===== config.mk =====
export PLATFORM = sky130hd
export DESIGN_NAME = ad9434_spi_master
export DESIGN_NICKNAME = d
export VERILOG_FILES = /design/src/rtl/ad9434_spi_master.sv
export SDC_FILE = /design/constraint.sdc
export NUM_CORES = 1
export LEC_CHECK = 0
export ABC_AREA = 0
export BUFFER_PORTS_ARGS = -buffer_cell sky130_fd_sc_hd__clkbuf_2
export CAP_MARGIN = 10
export CORE_MARGIN = 8
export CORE_UTILIZATION = 56
export CTS_BUF_LIST = sky130_fd_sc_hd__clkbuf_16
export CTS_CLUSTER_DIAMETER = 150
export CTS_CLUSTER_SIZE = 8
export DETAILED_ROUTE_END_ITERATION = 8
export GPL_ROUTABILITY_DRIVEN = 0
export GPL_TIMING_DRIVEN = 0
export MAX_ROUTING_LAYER = met4
export PLACE_DENSITY = 0.78
export SLEW_MARGIN = 0
export SYNTH_ARGS = -nofsm -noshare
export SYNTH_HDL_FRONTEND = slang
export SYNTH_SLANG_ARGS = --single-unit

===== constraint.sdc =====
create_clock -name clk -period 2.2 [get_ports clk]
set_clock_uncertainty 0.15 [all_clocks]
set_input_delay 0.44 -clock clk [delete_from_list [all_inputs] [get_ports clk]]
set_output_delay 0.44 -clock clk [all_outputs]
set_load 0.01 [all_outputs]

===== src/rtl/ad9434_spi_master.sv =====
// AD9434 3-wire SPI bit engine: serialises 24-bit frames MSB first on CSB/SCLK/SDIO
// and, for reads, turns SDIO around to capture the trailing data byte.
//
// Ports:
//   clk, rst                         system clock, synchronous active-high reset
//   i_spi_wr_cmd / i_spi_rd_cmd      start a write / read frame (sampled in IDLE only)
//   i_spi_wr_data                    frame word latched when a command is accepted
//   o_spi_rd_data / o_spi_rd_valid   last captured read byte and its update pulse
//   o_spi_busy                       frame in progress
//   o_spi_csb, o_spi_sclk            chip select (active low), serial clock (idles low)
//   o_spi_sdio_o, o_spi_sdio_oe      SDIO drive value and drive enable
//   i_spi_sdio_i                     SDIO pad input
module ad9434_spi_master #(
    parameter int MOSI_DATA_WIDTH = 24,
    parameter int MISO_DATA_WIDTH = 8,
    parameter int CLK_DIV         = 4
) (
    input  logic                       clk,
    input  logic                       rst,
    input  logic                       i_spi_wr_cmd,
    input  logic                       i_spi_rd_cmd,
    input  logic [MOSI_DATA_WIDTH-1:0] i_spi_wr_data,
    output logic [MISO_DATA_WIDTH-1:0] o_spi_rd_data,
    output logic                       o_spi_rd_valid,
    output logic                       o_spi_busy,
    output logic                       o_spi_csb,
    output logic                       o_spi_sclk,
    output logic                       o_spi_sdio_o,
    output logic                       o_spi_sdio_oe,
    input  logic                       i_spi_sdio_i
);

    localparam int DW = (CLK_DIV > 1) ? $clog2(CLK_DIV) : 1;
    localparam int BW = $clog2(MOSI_DATA_WIDTH);
    localparam logic [DW-1:0] DIV_LAST = DW'(CLK_DIV - 1);
    localparam logic [BW-1:0] BIT_LAST = BW'(MOSI_DATA_WIDTH - 1);

    typedef enum logic [2:0] {
        IDLE,
        LEAD,
        SHIFT,
        TRAIL,
        GAP
    } state_t;

    state_t                     state;
    logic [DW-1:0]              div_cnt;
    logic [BW-1:0]              bit_cnt;
    logic                       hi_half;
    logic                       rd_frame;
    logic [MOSI_DATA_WIDTH-1:0] tx_sr;
    logic [MISO_DATA_WIDTH-1:0] rx_sr;
    logic                       div_end;

    assign div_end = (div_cnt == DIV_LAST);

    // Bit periods whose index falls below MISO_DATA_WIDTH belong to the
    // slave on a read frame: SDIO is released and sampled there.
    function automatic logic in_rx(input logic [BW-1:0] b);
        return int'(b) < MISO_DATA_WIDTH;
    endfunction

    always_ff @(posedge clk) begin
        if (rst) begin
            state          <= IDLE;
            div_cnt        <= '0;
            bit_cnt        <= '0;
            hi_half        <= 1'b0;
            rd_frame       <= 1'b0;
            tx_sr          <= '0;
            rx_sr          <= '0;
            o_spi_rd_data  <= '0;
            o_spi_rd_valid <= 1'b0;
            o_spi_busy     <= 1'b0;
            o_spi_csb      <= 1'b1;
            o_spi_sclk     <= 1'b0;
            o_spi_sdio_o   <= 1'b0;
            o_spi_sdio_oe  <= 1'b0;
        end else begin
            o_spi_rd_valid <= 1'b0;
            unique case (state)
                IDLE: begin
                    if (i_spi_wr_cmd || i_spi_rd_cmd) begin
                        // write has priority when both are raised together
                        rd_frame      <= ~i_spi_wr_cmd;
                        tx_sr         <= i_spi_wr_data;
                        rx_sr         <= '0;
                        div_cnt       <= '0;
                        state         <= LEAD;
                        o_spi_busy    <= 1'b1;
                        o_spi_csb     <= 1'b0;
                        o_spi_sclk    <= 1'b0;
                        o_spi_sdio_oe <= 1'b1;
                        o_spi_sdio_o  <= i_spi_wr_data[MOSI_DATA_WIDTH-1];
                    end
                end
                LEAD: begin
                    if (div_end) begin
                        div_cnt       <= '0;
                        bit_cnt       <= BIT_LAST;
                        hi_half       <= 1'b0;
                        state         <= SHIFT;
                        o_spi_sdio_oe <= ~(rd_frame && in_rx(BIT_LAST));
                    end else begin
                        div_cnt <= div_cnt + 1'b1;
                    end
                end
                SHIFT: begin
                    if (!div_end) begin
                        div_cnt <= div_cnt + 1'b1;
                    end else if (!hi_half) begin
                        div_cnt    <= '0;
                        hi_half    <= 1'b1;
                        o_spi_sclk <= 1'b1;
                    end else begin
                        // end of the high half: sample the slave, then fall
                        div_cnt    <= '0;
                        hi_half    <= 1'b0;
                        o_spi_sclk <= 1'b0;
                        if (rd_frame && in_rx(bit_cnt)) begin
                            rx_sr <= {rx_sr[MISO_DATA_WIDTH-2:0], i_spi_sdio_i};
                        end
                        if (bit_cnt == '0) begin
                            state         <= TRAIL;
                            o_spi_sdio_oe <= 1'b0;
                            o_spi_sdio_o  <= 1'b0;
                        end else begin
                            bit_cnt       <= bit_cnt - 1'b1;
                            tx_sr         <= tx_sr << 1;
                            o_spi_sdio_o  <= tx_sr[MOSI_DATA_WIDTH-2];
                            o_spi_sdio_oe <= ~(rd_frame && in_rx(bit_cnt - 1'b1));
                        end
                    end
                end
                TRAIL: begin
                    if (div_end) begin
                        div_cnt   <= '0;
                        state     <= GAP;
                        o_spi_csb <= 1'b1;
                        if (rd_frame) begin
                            o_spi_rd_data  <= rx_sr;
                            o_spi_rd_valid <= 1'b1;
                        end
                    end else begin
                        div_cnt <= div_cnt + 1'b1;
                    end
                end
                GAP: begin
                    if (div_end) begin
                        div_cnt    <= '0;
                        state      <= IDLE;
                        o_spi_busy <= 1'b0;
                    end else begin
                        div_cnt <= div_cnt + 1'b1;
                    end
                end
                default: begin
                    state <= IDLE;
                end
            endcase
        end
    end

endmodule


# After elaboration in Yosys (flattened, before gate mapping)
# Index checks and enable logic that the tools add are counted.
# classes
n_mux	46
n_lt_le_gt_ge	2
add_sub_neg	2
n_reduce_logical	26
n_eq_ne	14
n_bitwise	4
# op_table
op	n
23-bit two-way mux	4
23-bit one-hot mux with 2 select lines	1
8-bit two-way mux	4
3-bit two-way mux	7
5-bit two-way mux	4
5-bit AND reduction	4
2-bit != test, second input constant	9
8-bit one-hot mux with 2 select lines	1
3-bit one-hot mux with 5 select lines	1
3-bit AND reduction	5
1-bit two-way mux	14
5-bit by 4-bit < comparator with 1-bit output, second input constant	2
1-bit one-hot mux with 2 select lines	5
5-bit one-hot mux with 2 select lines	1
2-bit nonzero test	5
7-bit AND reduction	1
3-bit by 2-bit equality test with 1-bit output, second input constant	2
5-bit logical NOT	1
5-bit by 1-bit subtractor with 5-bit output, second input constant	1
2-bit two-way mux	2
1-bit inverter	4
2-bit one-hot mux with 2 select lines	1
2-bit AND reduction	2
4-bit AND reduction	1
other kinds (11)	12
# totals
register_bits	57
output_inout_bits	14
word_cells	108

# Longest topological paths before layout
# Gate-level depths: netlist of the first run.
# depth
depth_word	8
depth_mapped	8
mapped_depth_nobuf	6

# Least setup slack after synthesis of the first run
# Ideal clock, no wire load.
# synth_timing
kind	register to register
from	reg div_cnt[0]
to	reg tx_sr[10]
stages_incl_launch_ff	8
slack_ps	308
setup_time_ps	147
arrival_time_ps	1595
path_cell_list	dfxtp_1 ha_1 and2b_1 nor4_4 and2_1 buf_2 buf_6 a311oi_2
# synth_between
elab_chain_len	3
# synth_lines
element	line_no	text
from (decl)	47	logic [DW-1:0] div_cnt;
from (signal assigned)	105	div_cnt <= div_cnt + 1'b1;
from (signal assigned)	110	div_cnt <= div_cnt + 1'b1;
from (signal assigned)	145	div_cnt <= div_cnt + 1'b1;
2-bit equality test	55	assign div_end = (div_cnt == DIV_LAST);
2-bit != test (no source line)	n/a	
5-bit AND reduction (no source line)	n/a	
to (signal assigned)	86	tx_sr <= i_spi_wr_data;
to (signal assigned)	129	tx_sr <= tx_sr << 1;
to (decl)	51	logic [MOSI_DATA_WIDTH-1:0] tx_sr;
# Every way passes these cells.
# A chain may end at the register's enable or synchronous reset.

# Final worst setup path of the first run
# layout_timing
from	reg div_cnt[0]
to	reg tx_sr[9]
# The elaborated chain is that of the path after synthesis.

==> results of run 1 <==
-- power by group through the flow --
| stage | Clock (uW) | Combinational [uW] | Sequential (uW) |
|---|---|---|---|
| after floorplan | 0 | 199 | 1130 |
| after CTS | 1200 | 276 | 1120 |
| final | 1190 | 293 | 1120 |
| after detailed placement | 0 | 275 | 1140 |
| after global placement | 0 | 267 | 1140 |
| after global routing | 1260 | 321 | 1120 |
-- kinds of logic after synthesis --
family                     share of synthesized area
AOI/OAI and AO/OA                              0.260
buffers and inverters                         0.0572
muxes                                         0.0319
DFF                                            0.404
and+or+nand+nor                                0.232
adders and majority gates                    0.00886
xor gates and xnor gates                     0.00620
-- layer usage --
metal | share of wire | vias to the layer above | track usage
met5 | 0 | - | -
met4 | 0.017 | 0 | 0.0939
met3 | 0.039 | 12 | 0.0443
met2 | 0.48 | 61 | 0.298
met1 | 0.46 | 1176 | 0.240
li1 | - | 1263 | -
-- registers in the layout (all words and copies together) (netlist names) --
register and count:
o_spi_sdio_o 1, o_spi_sclk 1, o_spi_sdio_oe 1, hi_half 1
rx_sr 8, o_spi_csb 1, bit_cnt 5, o_spi_busy 1
o_spi_rd_data 8, o_spi_rd_valid 1, state 3, tx_sr 23
div_cnt 2, rd_frame 1
-- cells in the final DEF (no fill, tap or decap), types with 2 or more instances in the layout --
cell,Yosys,final
a211oi_1,3,3
a21oi_1,35,35
a221oi_1,2,2
a311oi_1,4,4
a311oi_2,19,19
a32oi_1,2,2
buf_2,6,3
buf_4,1,7
clkbuf_1,17,16
clkbuf_16,0,9
clkbuf_2,0,43
clkbuf_4,0,2
clkinv_1,0,2
clkinv_2,0,3
dfxtp_1,57,56
inv_1,6,8
mux2i_1,9,9
nand2_1,51,51
nand2b_1,9,9
nand3_1,9,9
nor2_1,26,26
nor2b_1,4,3
nor3_1,5,5
nor3_2,3,3
o21ai_0,4,4
o21ai_1,2,2
o21bai_1,3,3
o311ai_1,2,2
or3b_1,2,2
-- metrics by stage --
step           setup WS, ns  std cells  hold WS (ns)
6_report             0.0979        450         0.206
5_1_grt             -0.0378        450         0.212
4_1_cts              0.0209        445         0.201
3_5_place_dp         0.0483        429         0.303
3_3_place_gp         0.0744        429         0.293
2_1_floorplan         0.308        317         0.279
-- timing repair --
action | in CTS | in global routing
setup endpoints to repair | 0 | 39
gates resized for setup | 0 | 14
setup buffers | 0 | 5
-- worst paths after layout --
kind | start | end | slack [ns] | cells past startpoint
worst max-delay path | div_cnt[0] | tx_sr[9] | 0.1 | 8
worst min-delay path | i_spi_wr_cmd | rd_frame | 0.21 | 2
worst max register to register | div_cnt[0] | tx_sr[9] | 0.1 | 8
worst min register to register | tx_sr[0] | tx_sr[0] | 0.31 | 2
-- final cells by class --
cell class	count	area [um2]	area share
Inverter	6	22.5	0.00654
Tap cell	70	87.6	0.0254
Multi-Input combinational cell	226	1530	0.444
Sequential cell	57	1140	0.332
Clock buffer	9	225	0.0654
Clock inverter	7	30.0	0.00872
Timing Repair Buffer	47	248	0.0719
Buffer	28	160	0.0465
==> results.json, run 1 <==
{
  "drc": 0,
  "area_growth_pct": 22.0,
  "cts_buffers": 9,
  "initial_core_util": 0.567,
  "ys_seq_elements": 57,
  "crit_family": "simple AND/OR/NAND/NOR gates",
  "seqPwrFrac": 0.429,
  "arrival_ns": 2.13,
  "first_global_vias": 2505,
  "die_y_um": 87.0,
  "period_minus_slack_ns": 2.10,
  "slew_violations": 0,
  "antenna_cells": 0,
  "p_sw_frac": 0.248,
  "syn_inst": 317,
  "final_nets": 406,
  "fin_crit_sh": 0.956,
  "overflow": 0,
  "fillerInstances": 392,
  "clkPwrFrac": 0.458,
  "wl_per_cell_um": 15.3,
  "synth.distinct_cells": 56,
  "cell_internal_pwr_uw": 1960,
  "synthFlopType": "dfxtp_1",
  "syn_area_per_cell_um2": 8.91,
  "hold_path_class": "in2reg",
  "syn_area_um2": 2820,
  "yosysSeqAreaShare": 0.404,
  "h-tree-depth": 3,
  "dr.pass1.iters": 4,
  "worstSkewPairLatency_ns": 0.32,
  "routed_wl_um": 6870,
  "status": "completed",
  "drt-initial-drc-count": 176,
  "syn_nets": 348,
  "holdBufCountCts": 0,
  "fmax_mhz": 476,
  "cp_max_fo": 10,
  "drive_above_1_share": 0.268,
  "grt_max_degree": 11,
  "synth.largest_area_cell": "dfxtp_1",
  "vias": 2512,
  "hold_viol": 0,
  "design_area_um2": 3440,
  "synth_top_area_share": 0.404,
  "dp_hpwl_um": 4760,
  "cts_tree": "built",
  "core_um2": 4980,
  "path_cells": "ha_1, and2b_2, nor4_4, buf_4, and2_1, clkbuf_4, buf_8, a311oi_2",
  "critPathCaptureType": "register",
  "cpPeakStageDelay_ns": 0.35,
  "io_pins": 43,
  "maxCapViolCount": 0,
  "rows": 26,
  "die_w_um": 87.0,
  "combPwrFrac": 0.112,
  "grt_usage": 0.196,
  "synth_edf_count": 0,
  "finish.utilization": 0.692,
  "yosys_warnings": 0,
  "ir_drop_mv": 0.507,
  "tightest_slew_ns": 0.646,
  "power.leakage_uw": 0.00141,
  "slowest_stage": "dfxtp_2",
  "ys_top_cells_by_count": "dfxtp_1 (57), nand2_1 (51), a21oi_1 (35)",
  "synth.area.top_cells": "dfxtp_1 (40%), a311oi_2 (10%), nand2_1 (6.8%)",
  "start_kind": "register",
  "portBuffers": 42,
  "dpl_cell_area_um2": 3120,
  "dieArea_um2": 7570,
  "worstPathRequired_ns": 2.23,
  "p_sw_uw": 645,
  "async_flop_share": 0,
  "crit_type": "reg2reg",
  "avgViaCountPerCell": 5.58,
  "cts.path.max_buffers": 2,
  "clock_sinks": 57,
  "tns_ns": 0,
  "yosysMostFrequentCell": "dfxtp_1",
  "slew_headroom": 0.570,
  "drtAntennaViolNets": 0,
  "cts_root_buffer": "clkbuf_16",
  "antenna_found_initial": 0,
  "power_density_nw_per_um2": 756,
  "clk_transition_reported_paths_ns": 0.05,
  "report.power.total_uw": 2610,
  "grt_pass1_wl_um": 11500,
  "setup_viol": 0,
  "worst-path-buf-inv": 3
}
Note: power is estimated with default switching activity, not from simulation.
==> run 2: changes to the inputs <==
--- a/config.mk
+++ b/config.mk
@@ -17,7 +17,7 @@
 export GPL_ROUTABILITY_DRIVEN = 0
 export GPL_TIMING_DRIVEN = 0
 export MAX_ROUTING_LAYER = met4
-export PLACE_DENSITY = 0.78
+export PLACE_DENSITY = 0.86
 export SLEW_MARGIN = 0
 export SYNTH_ARGS = -nofsm -noshare
 export SYNTH_HDL_FRONTEND = slang
==> results.json, run 2 (same netlist as run 1, synthesis figures left out) <==
{
  "setup_viol": 0,
  "cts_tree": "built",
  "slew_violations": 0,
  "crit_type": "reg2reg",
  "dieArea_um2": 7570,
  "worst-path-buf-inv": 2,
  "fin_hold_ws_ns": 0.207,
  "routed_wl_um": 6760,
  "tightest_slew_ns": 0.673,
  "power.leakage_uw": 0.00139,
  "clk_transition_reported_paths_ns": 0.05,
  "pre_cts_slack_ns": 0.0806,
  "path_cells": "ha_1, and2b_2, nor4_4, and2_1, clkbuf_4, buf_12, a311oi_2",
  "setup_ws_ns": 0.0482,
  "h-tree-depth": 3,
  "ir_drop_mv": 0.427,
  "die_y_um": 87.0,
  "cts_root_buffer": "clkbuf_16",
  "period_minus_slack_ns": 2.15,
  "slew_headroom": 0.551,
  "status": "completed",
  "area_growth_pct": 21.4,
  "overflow": 0,
  "cp_max_fo": 10,
  "power_density_nw_per_um2": 758,
  "maxCapViolCount": 0,
  "antenna_found_initial": 0,
  "drtAntennaViolNets": 0,
  "avgViaCountPerCell": 5.66,
  "drt-initial-drc-count": 166,
  "portBuffers": 42,
  "final_common_cell": "dfxtp_1",
  "final_cell_mix": "dfxtp_1 (56), nand2_1 (51), clkbuf_2 (42)",
  "cpPeakStageDelay_ns": 0.43,
  "start_kind": "register",
  "critPathCaptureType": "register",
  "worstPathRequired_ns": 2.23,
  "crit_family": "simple AND/OR/NAND/NOR gates",
  "die_w_um": 87.0,
  "hold_viol": 0,
  "rsz0062_at_grt": "yes",
  "arrival_ns": 2.18,
  "clock_sinks": 57,
  "final_nets": 404,
  "antenna_cells": 0,
  "rows": 26,
  "initial_core_util": 0.567,
  "dp_hpwl_um": 4630,
  "hold_path_class": "in2reg",
  "top_register": "tx_sr",
  "largest_reg_flops": 23,
  "vias": 2530,
  "wl_per_cell_um": 15.1,
  "fin_crit_sh": 0.978,
  "core_um2": 4980,
  "grt_pass1_wl_um": 11100,
  "io_pins": 43,
  "slowest_stage": "nor4_4",
  "dr.pass1.iters": 4,
  "cts_buffers": 9,
  "fmax_mhz": 465,
  "first_global_vias": 2441,
  "drive_above_1_share": 0.265,
  "grt_max_degree": 11,
  "holdBufCountCts": 0,
  "fillerInstances": 370,
  "drc": 0,
  "grt_usage": 0.190,
  "worstSkewPairLatency_ns": 0.32,
  "reg.largest.list": "tx_sr: 23 flops, o_spi_rd_data: 8 flops, rx_sr: 8 flops",
  "cts.path.max_buffers": 2
}
## run 2: through the flow
stage          setup TNS, ns  area (um2)  power [uW]  std cells  utilization
6_report                   0        3430        2600        447        0.689
5_1_grt               -0.645        3430        2690        447        0.689
4_1_cts                    0        3370        2600        444        0.678
3_5_place_dp               0        3120        1410        429        0.627
3_3_place_gp               0        3120        1400        429        0.627
2_1_floorplan              0        2820        1330        317            -
## run 2: cell type report
cell class	instances	area, um2	area share
buffer	28	164	0.0478
inverter	6	22.5	0.00657
timing repair buffer	45	233	0.0679
clock inverter	6	27.5	0.00803
clock buffer	9	225	0.0657
tap	70	87.6	0.0255
sequential	57	1140	0.333
multi-input combinational	226	1530	0.445
## run 2: layer usage
metal	global-route usage	wire (um)
met4	0.0970	191
met5	-	0
met2	0.290	3220
met1	0.220	3020
met3	0.0585	331
## run 2: power by group
group          switching (uW)  internal (uW)  total (uW)  leakage (uW)
Sequential               33.2           1090        1120      0.000467
Combinational             156            135         291      0.000793
Clock                     451            735        1190      0.000133
## run 2: worst paths after layout
kind	start	endpoint	slack, ns	cells past startpoint
setup / recovery	div_cnt[0]	tx_sr[8]	0.05	7
setup reg to reg	div_cnt[0]	tx_sr[8]	0.05	7
hold / removal	i_spi_sdio_i	rx_sr[0]	0.21	3
hold reg to reg	tx_sr[0]	tx_sr[0]	0.31	2
## run 2: worst register-to-register path, delay by kind of cell (launching register included)
| family | cells | cell delay [ns] |
|---|---|---|
| DFF | 1 | 0.35 |
| and+or+nand+nor | 3 | 0.89 |
| AOI/OAI and AO/OA | 1 | 0.09 |
| buffers and inverters | 2 | 0.34 |
| adders and majority gates | 1 | 0.18 |
## run 2: timing repair
item	in CTS	in global routing
setup buffers	0	3
gates resized for setup	0	13
setup endpoints to repair	0	35
